$ cat src/rtl/mem_stage_access_pkg.sv
// rtl/mem_stage_access_pkg.sv - shared types, funct3 codes and alignment helper for the MEM stage
package mem_stage_access_pkg;

    typedef enum logic [1:0] {
        ST_IDLE = 2'b00,
        ST_REQ  = 2'b01,
        ST_RESP = 2'b10
    } state_t;

    localparam logic [2:0] F3_LB  = 3'b000;
    localparam logic [2:0] F3_LH  = 3'b001;
    localparam logic [2:0] F3_LW  = 3'b010;
    localparam logic [2:0] F3_LBU = 3'b100;
    localparam logic [2:0] F3_LHU = 3'b101;

    // funct3[1:0] encodes access size for both loads and stores
    localparam logic [1:0] SZ_BYTE = 2'b00;
    localparam logic [1:0] SZ_HALF = 2'b01;
    localparam logic [1:0] SZ_WORD = 2'b10;

    function automatic logic is_misaligned(input logic [1:0] size, input logic [1:0] a);
        logic mis;
        mis = 1'b0;
        case (size)
            SZ_HALF: mis = a[0];
            SZ_WORD: mis = (a != 2'b00);
            default: mis = 1'b0;
        endcase
        return mis;
    endfunction

endpackage

$ cat src/rtl/mem_stage_access_load_align.sv
// rtl/mem_stage_access_load_align.sv - selects and extends the addressed byte/half of a load word
module load_align_ext
    import mem_stage_access_pkg::*;
(
    input  logic [31:0] rdata,
    input  logic [2:0]  funct3,
    input  logic [1:0]  a,
    output logic [31:0] read_data
);

    logic [7:0]  sel_byte;
    logic [15:0] sel_half;

    always_comb begin
        sel_byte = 8'h00;
        case (a)
            2'b00:   sel_byte = rdata[7:0];
            2'b01:   sel_byte = rdata[15:8];
            2'b10:   sel_byte = rdata[23:16];
            default: sel_byte = rdata[31:24];
        endcase
        sel_half = a[1] ? rdata[31:16] : rdata[15:0];
    end

    always_comb begin
        read_data = rdata;
        case (funct3)
            F3_LB:   read_data = {{24{sel_byte[7]}}, sel_byte};
            F3_LH:   read_data = {{16{sel_half[15]}}, sel_half};
            F3_LW:   read_data = rdata;
            F3_LBU:  read_data = {24'h000000, sel_byte};
            F3_LHU:  read_data = {16'h0000, sel_half};
            default: read_data = rdata;
        endcase
    end

endmodule

$ cat src/rtl/mem_stage_access.sv
// rtl/mem_stage_access.sv - MEM stage: data-bus load/store handshake, stall generation and MEM/WB register
module mem_stage_access
    import mem_stage_access_pkg::*;
#(
    parameter int TIMEOUT_CYCLES = 256,
    parameter int CNT_W          = 9
) (
    input  logic        clk,
    input  logic        reset,
    input  logic        mem_read_MEM,
    input  logic        mem_write_MEM,
    input  logic [2:0]  funct3_MEM,
    input  logic [31:0] address_MEM,
    input  logic [31:0] write_data_MEM,
    input  logic        RegWrite_MEM,
    input  logic        MemtoReg_MEM,
    input  logic [4:0]  RD_MEM,
    output logic        dmem_req,
    output logic        dmem_we,
    output logic [31:0] dmem_addr,
    output logic [31:0] dmem_wdata,
    output logic [3:0]  dmem_wstrb,
    input  logic        dmem_gnt,
    input  logic        dmem_rvalid,
    input  logic [31:0] dmem_rdata,
    output logic        stall,
    output logic [31:0] read_data_WB,
    output logic [31:0] address_WB,
    output logic        RegWrite_WB,
    output logic        MemtoReg_WB,
    output logic [4:0]  RD_WB,
    output logic        misalign_err,
    output logic        bus_err
);

    state_t           state, state_nxt;
    logic [CNT_W-1:0] cnt;
    logic             access, misaligned, timed_out;
    logic             req_c, stall_c;
    logic             wb_load, wb_kill, mis_pulse, bus_pulse;
    logic [3:0]       st_strb;
    logic [31:0]      st_data;
    logic [31:0]      load_aligned;

    assign access     = mem_read_MEM | mem_write_MEM;
    assign misaligned = is_misaligned(funct3_MEM[1:0], address_MEM[1:0]);
    assign timed_out  = (cnt == CNT_W'(TIMEOUT_CYCLES));

    // Store lane placement: data is replicated so the slave can pick any enabled lane
    always_comb begin
        st_strb = 4'b1111;
        st_data = write_data_MEM;
        case (funct3_MEM[1:0])
            SZ_BYTE: begin
                st_strb = 4'b0001 << address_MEM[1:0];
                st_data = {4{write_data_MEM[7:0]}};
            end
            SZ_HALF: begin
                st_strb = address_MEM[1] ? 4'b1100 : 4'b0011;
                st_data = {2{write_data_MEM[15:0]}};
            end
            default: begin
                st_strb = 4'b1111;
                st_data = write_data_MEM;
            end
        endcase
    end

    assign dmem_addr  = {address_MEM[31:2], 2'b00};
    assign dmem_we    = mem_write_MEM;
    assign dmem_wdata = st_data;
    assign dmem_wstrb = mem_write_MEM ? st_strb : 4'b0000;

    always_ff @(posedge clk or negedge reset) begin
        if (!reset) begin
            state <= ST_IDLE;
            cnt   <= '0;
        end else begin
            state <= state_nxt;
            cnt   <= (state == ST_IDLE) ? '0 : cnt + CNT_W'(1);
        end
    end

    always_comb begin
        state_nxt = state;
        req_c     = 1'b0;
        stall_c   = 1'b0;
        wb_load   = 1'b0;
        wb_kill   = 1'b0;
        mis_pulse = 1'b0;
        bus_pulse = 1'b0;
        case (state)
            ST_IDLE: begin
                if (access) begin
                    if (misaligned) begin
                        wb_load   = 1'b1;
                        wb_kill   = 1'b1;
                        mis_pulse = 1'b1;
                    end else begin
                        req_c     = 1'b1;
                        stall_c   = 1'b1;
                        state_nxt = dmem_gnt ? ST_RESP : ST_REQ;
                    end
                end else begin
                    wb_load = 1'b1;
                end
            end
            ST_REQ: begin
                if (timed_out) begin
                    wb_load   = 1'b1;
                    wb_kill   = 1'b1;
                    bus_pulse = 1'b1;
                    state_nxt = ST_IDLE;
                end else begin
                    req_c   = 1'b1;
                    stall_c = 1'b1;
                    if (dmem_gnt) state_nxt = ST_RESP;
                end
            end
            ST_RESP: begin
                // A response arriving on the timeout cycle still completes the access
                if (dmem_rvalid) begin
                    wb_load   = 1'b1;
                    state_nxt = ST_IDLE;
                end else if (timed_out) begin
                    wb_load   = 1'b1;
                    wb_kill   = 1'b1;
                    bus_pulse = 1'b1;
                    state_nxt = ST_IDLE;
                end else begin
                    stall_c = 1'b1;
                end
            end
            default: state_nxt = ST_IDLE;
        endcase
    end

    // Keep the bus and pipeline quiet while reset is held, even with an access presented
    assign dmem_req = req_c & reset;
    assign stall    = stall_c & reset;

    load_align_ext u_load_align (
        .rdata     (dmem_rdata),
        .funct3    (funct3_MEM),
        .a         (address_MEM[1:0]),
        .read_data (load_aligned)
    );

    always_ff @(posedge clk or negedge reset) begin
        if (!reset) begin
            read_data_WB <= '0;
            address_WB   <= '0;
            RegWrite_WB  <= 1'b0;
            MemtoReg_WB  <= 1'b0;
            RD_WB        <= '0;
            misalign_err <= 1'b0;
            bus_err      <= 1'b0;
        end else begin
            misalign_err <= mis_pulse;
            bus_err      <= bus_pulse;
            if (wb_load) begin
                read_data_WB <= load_aligned;
                address_WB   <= address_MEM;
                RegWrite_WB  <= RegWrite_MEM & ~wb_kill;
                MemtoReg_WB  <= MemtoReg_MEM;
                RD_WB        <= RD_MEM;
            end
        end
    end

endmodule

$ cat config.mk
export PLATFORM = sky130hd
export DESIGN_NAME = mem_stage_access
export DESIGN_NICKNAME = d
export VERILOG_FILES = /design/src/rtl/mem_stage_access_pkg.sv /design/src/rtl/mem_stage_access_load_align.sv /design/src/rtl/mem_stage_access.sv
export SDC_FILE = /design/constraint.sdc
export NUM_CORES = 1
export LEC_CHECK = 0
export ABC_AREA = 1
export BUFFER_PORTS_ARGS = -buffer_cell sky130_fd_sc_hd__buf_4
export CAP_MARGIN = 20
export CORE_MARGIN = 4
export CORE_UTILIZATION = 53
export DETAILED_ROUTE_END_ITERATION = 8
export HOLD_SLACK_MARGIN = 0.05
export PLACE_DENSITY = 0.84
export SLEW_MARGIN = 20
export SYNTH_ARGS = -nofsm -noshare
export SYNTH_HDL_FRONTEND = slang
export SYNTH_HIERARCHICAL = 1
export SYNTH_SLANG_ARGS = --single-unit
$ cat constraint.sdc
create_clock -name clk -period 4 [get_ports clk]
set_input_delay 1.2 -clock clk [delete_from_list [all_inputs] [get_ports clk]]
set_output_delay 1.2 -clock clk [all_outputs]
set_load 0.02 [all_outputs]
# Word-level counts from Yosys, hierarchy flattened
# Cells that the tools add are included.
# Widths: inputs -> output; s select.
[totals] output_inout_bits=144 register_bits=84
[op_classes] n_shift=1 addsub=1 n_eq_ne=14 bitwise=5 n_mux=33 reduce_logical=6
[ops] op="$pmux 32 s4" count=1
[ops] op="$pmux 32 s2" count=1
[ops] op="$pmux 8 s3" count=1
[ops] op="$mux 16" count=1
[ops] op="$mux 2" count=7
[ops] op="$mux 1" count=11
[ops] op="$add 9x1->9 const B" count=1
[ops] op="$eq 9x9->1 const B" count=1
[ops] op="$mux 9" count=1
[ops] op="$pmux 1 s3" count=3
[ops] op="$mux 4" count=2
[ops] op="$pmux 4 s2" count=1
[ops] op="$eq 2x1->1 const B" count=3
[ops] op="$eq 2x2->1 const B" count=3
[ops] op="$eq 3x3->1 const B" count=2
[ops] op="$logic_not 2->1" count=3
[ops] op="$ne 3x3->1 const B" count=2
[ops] op="$pmux 1 s2" count=3
[ops] op="$pmux 2 s3" count=1
[ops] op="$ne 2x2->1 const B" count=2
[ops] op="$reduce_and 4->1" count=1
[ops] op="$shl 1x2->4 const A" count=1
[ops] op="$and 1x1->1" count=3
[ops] op="$eq 3x1->1 const B" count=1
[ops] op="other kinds (4)" count=4

# Longest topological paths before layout
[depth] ltp_word=7 ltp_mapped=12 mapped_depth_nobuf=11

# Modules after synthesis
# Netlist, hierarchy kept.
[by_module_without_submodules] mod="mem_stage_access" instances=1 seq_area_each_um2=2102.0 cells_per_inst=564 area_per_inst_um2=5191.2
[by_module_without_submodules] mod="load_align_ext" instances=1 seq_area_each_um2=0.0 cells_per_inst=163 area_per_inst_um2=858.3

# Least setup slack after synthesis
# No wires, ideal clock.
[synth_path] path_kind="input -> output" from="input port funct3_MEM[1]" to="output port dmem_wdata[16]" path_slack_ps=411 stages=5 t_arrival_ps=2389 n_path_buf=1 cell_sequence="inv_1 ha_1 nor2_1 clkbuf_1 o21ai_0"
[synth_between] elab_chain_cells=2 word_cells_on_any_way=3 cone_classes="eq/ne (1); mux (1); reduce/logical (1)"
[synth_lines] element="start, declared" line="mem_stage_access.sv:12" source="input logic [2:0] funct3_MEM,"
[synth_lines] element="$eq 2x1->1 / $logic_not 2->1 (equally long branches)" line="mem_stage_access.sv:53" source="case (funct3_MEM[1:0])"
[synth_lines] element="$pmux 32 s2 *" line="mem_stage_access.sv:53"
[synth_lines] element="end, declared" line="mem_stage_access.sv:21" source="output logic [31:0] dmem_wdata,"
# Every way passes the cells marked *; elsewhere a longest branch is shown, timed or not.

# Final worst setup path
[layout_path] from="input port funct3_MEM[1]" to="output port dmem_wdata[15]"
# The elaborated chain is that of the path after synthesis.

==> impl_metrics.yaml <==
hold_path:
  whs_path_depth: 1
  hold_end: "cnt[0]"
  min_from: "cnt[0]"
  hold_class: "reg2reg"
sta:
  finalMaxSlewViolations: 0
  hold_viol_final: 0
  clock_skew_ns: 0.0102
  finalSetupViolCount: 0
  clock.fmax_ghz: 0.270
  post-route-min-period_ns: 3.70
  slew_headroom_pct: 42.9
  setup_ws_ns: 0.303
  hold-worst-slack_ns: 0.485
  rsz0062_at_grt: "false"
  worst_pin_slew_ns: 0.856
  post-route-period-util_pct: 92.4
  setup_tns_ns: 0
die:
  pin_count: 256
  placementRows: 38
  die_h_um: 115
  dieArea_sq_mm: 0.0132
  core_sq_mm: 0.0110
  start_util_pct: 55.1
  die_w_um: 115
worst_setup_path:
  r2r_start: "state[0]"
  cp.required_ns: 2.80
  setup.worst_path.end_class: "output pin"
  rr_worst_depth: 7
  cp_cell_sequence: "buf_4 -> inv_1 -> ha_1 -> buf_4 -> inv_1 -> o22ai_1 -> inv_1 -> o21ai_0 -> buf_4"
  reg2reg_slack_ns: 1.60
  slowest_delay_ns: 0.23
  path_max_fanout: 13
  critPathSlowestCell: "ha_1"
  startpoint_type: "primary input"
  arrival_ns: 2.50
  rr_endpoint: "read_data_WB[27]"
  worstSetupPathType: "in2out"
pwr:
  powerDensity_mw_per_mm2: 656
  p_leak_nw: 4.38
  vdd_drop_max_mv: 0.391
cts:
  clk_pin_slew_ns: 0.06
  numCtsBuffers: 9
  cts.sinks: 84
  cts_resized: 0
  clock_path_buffers: 2
  root_buffer: "clkbuf_16"
  post_cts_buffers: 0
  holdBufCountCts: 0
  insertion_delay_ns: 0.34
  cts_tree: "yes"
  htreeDepth: 3
global_route:
  antenna_found_initial: 0
  grt_pass1_vias: 5436
  grt_usage_pct: 25.9
  overflow: 0
  grt_start_max_net_pins: 73
  grt_pass1_wl_um: 27000
layout:
  multi_input_area_sq_mm: 0.00309
  final_area_sq_mm: 0.00792
  syn2layout_area_growth_pct: 31.0
  n_antenna_cell: 0
  ff_latch_area_sq_mm: 0.00210
  final_cells: 1070
  layout-drive-gt1-share_pct: 49.7
  nNetsFinal: 1046
  num-fill-cells: 881
synth:
  ys_top_cells_by_area: "dfrtp_1 35%, nand2_4 13%, nand2_2 7.8%"
  syn_inst: 727
  synth_cell_types: 32
  synth_seq_cells: 84
  synth-edff-count: 0
  synth_flop_cell: "dfrtp_1"
  syn-cell-area_sq_mm: 0.00605
  synth_top_area_share_pct: 34.7
  yosys_warnings: 6
  async_flop_share_pct: 100
  yosysTopAreaCell: "dfrtp_1"
  syn_area_per_cell_sq_um: 8.32
  yosysSeqAreaShare_pct: 34.7
drt:
  vias: 5526
  wl_met3_um: 1690
  post_drt_wl_per_cell_um: 16.0
  drtIter0Drc: 415
  wl_met1_um: 6470
  drc: 0
  firstDrtPassIters: 6
  met2WireLength_um: 8540
  viasPerCell: 5.16
  final_antenna_net_count: 0
  top_layer_used: "met4"
  drt-total-wl_um: 17200
placement:
  dp.cells: 1054
  pre_cts_slack_ns: 0.287
  placed_cell_area_sq_mm: 0.00761
  place.gp.congestion: 0.927
  port_buffers: 253
  dpl.hpwl_um: 12900
job:
  drv_cap: 0
outcome:
  status: "finished clean"
## worst max path at each step
stage | startpoint | endpoint | slack (ns) | cells after the start
finish | funct3_MEM[1] | dmem_wdata[15] | 0.30 | 9
global route | funct3_MEM[1] | dmem_wdata[9] | 0.12 | 9
CTS | funct3_MEM[1] | dmem_wdata[15] | 0.29 | 9
detailed placement | funct3_MEM[1] | dmem_wdata[15] | 0.29 | 9
global placement | funct3_MEM[1] | dmem_wdata[13] | 0.33 | 8
floorplan | funct3_MEM[1] | dmem_wdata[16] | 0.41 | 5
## sequential cells by signal, indices dropped and copies added, names as in the netlist
register	flops
MemtoReg_WB	1
RegWrite_WB	1
bus_err	1
state	2
misalign_err	1
read_data_WB	32
address_WB	32
RD_WB	5
cnt	9
## kinds of logic after synthesis
group / count (synthesis) / synth area share (%)
compound gates: 79 / 6.80
fa+ha+maj: 9 / 1.86
buf+inv: 141 / 14.2
flops: 84 / 34.7
other cells: 1 / 0.0620
simple gates: 413 / 42.3
## cell usage after synthesis (2+ instances only)
| cell type | n |
|---|---|
| buf_6 | 6 |
| dfrtp_1 | 84 |
| nor3_1 | 3 |
| buf_2 | 8 |
| a21oi_1 | 43 |
| nor2_2 | 4 |
| clkbuf_1 | 13 |
| ha_1 | 9 |
| buf_4 | 43 |
| nand2_1 | 118 |
| nand2_4 | 72 |
| buf_12 | 7 |
| o22ai_1 | 3 |
| nand3_1 | 91 |
| nand2_2 | 75 |
| nand3_2 | 11 |
| nor2_1 | 31 |
| inv_2 | 12 |
| nand2_8 | 2 |
| a21oi_2 | 3 |
| inv_1 | 51 |
| o21ai_0 | 28 |
## area by class of cell
type | instances | area share, %
multi-input combinational | 503 | 39.0
sequential | 84 | 26.5
timing repair buffer | 263 | 25.2
inverter | 64 | 3.03
clock buffer | 10 | 3.02
tap | 140 | 2.21
clock inverter | 6 | 0.963
## layer usage
layer	up-vias	track usage, %
met1	2559	30.5
met2	267	45.7
met3	39	6.68
met4	0	9.23
met5	-	0
li1	2661	-
## critical path: cells and delay by family
kind                     cells  cell delay, ns
AO/OA/AOI/OAI                2            0.24
adder cells (fa/ha/maj)      1            0.23
buffers and inverters        6            0.81
## cells in the final DEF, fill, tap and decap left out, types with 2 or more instances in the layout
cell / Yosys / final
a21oi_1: 43 / 43
a21oi_2: 3 / 3
buf_12: 7 / 2
buf_4: 43 / 261
clkbuf_16: 0 / 9
conb_1: 1 / 2
dfrtp_1: 84 / 84
ha_1: 9 / 9
inv_1: 51 / 51
inv_2: 12 / 12
inv_6: 0 / 3
nand2_1: 118 / 118
nand2_2: 75 / 75
nand2_4: 72 / 72
nand2_8: 2 / 2
nand3_1: 91 / 91
nand3_2: 11 / 11
nor2_1: 31 / 31
nor2_2: 4 / 4
nor3_1: 3 / 3
o21ai_0: 28 / 28
o22ai_1: 3 / 3
## through the flow
stage          total power [mW]  util [%]
6_report                   5.20      72.1
5_1_grt                    5.52      72.1
4_1_cts                    5.26      72.1
3_5_place_dp               4.35      69.3
3_3_place_gp               4.29      69.3
2_1_floorplan              3.46         -
## where the power goes
part	switching (mW)	leakage (nW)	internal, mW	total (mW)
combinational	1.61	3.15	1.13	2.74
clock	0.371	0.156	0.513	0.884
sequential	0.370	1.07	1.20	1.57
total	2.35	4.38	2.85	5.20
Power figures use the tool's default switching activity.
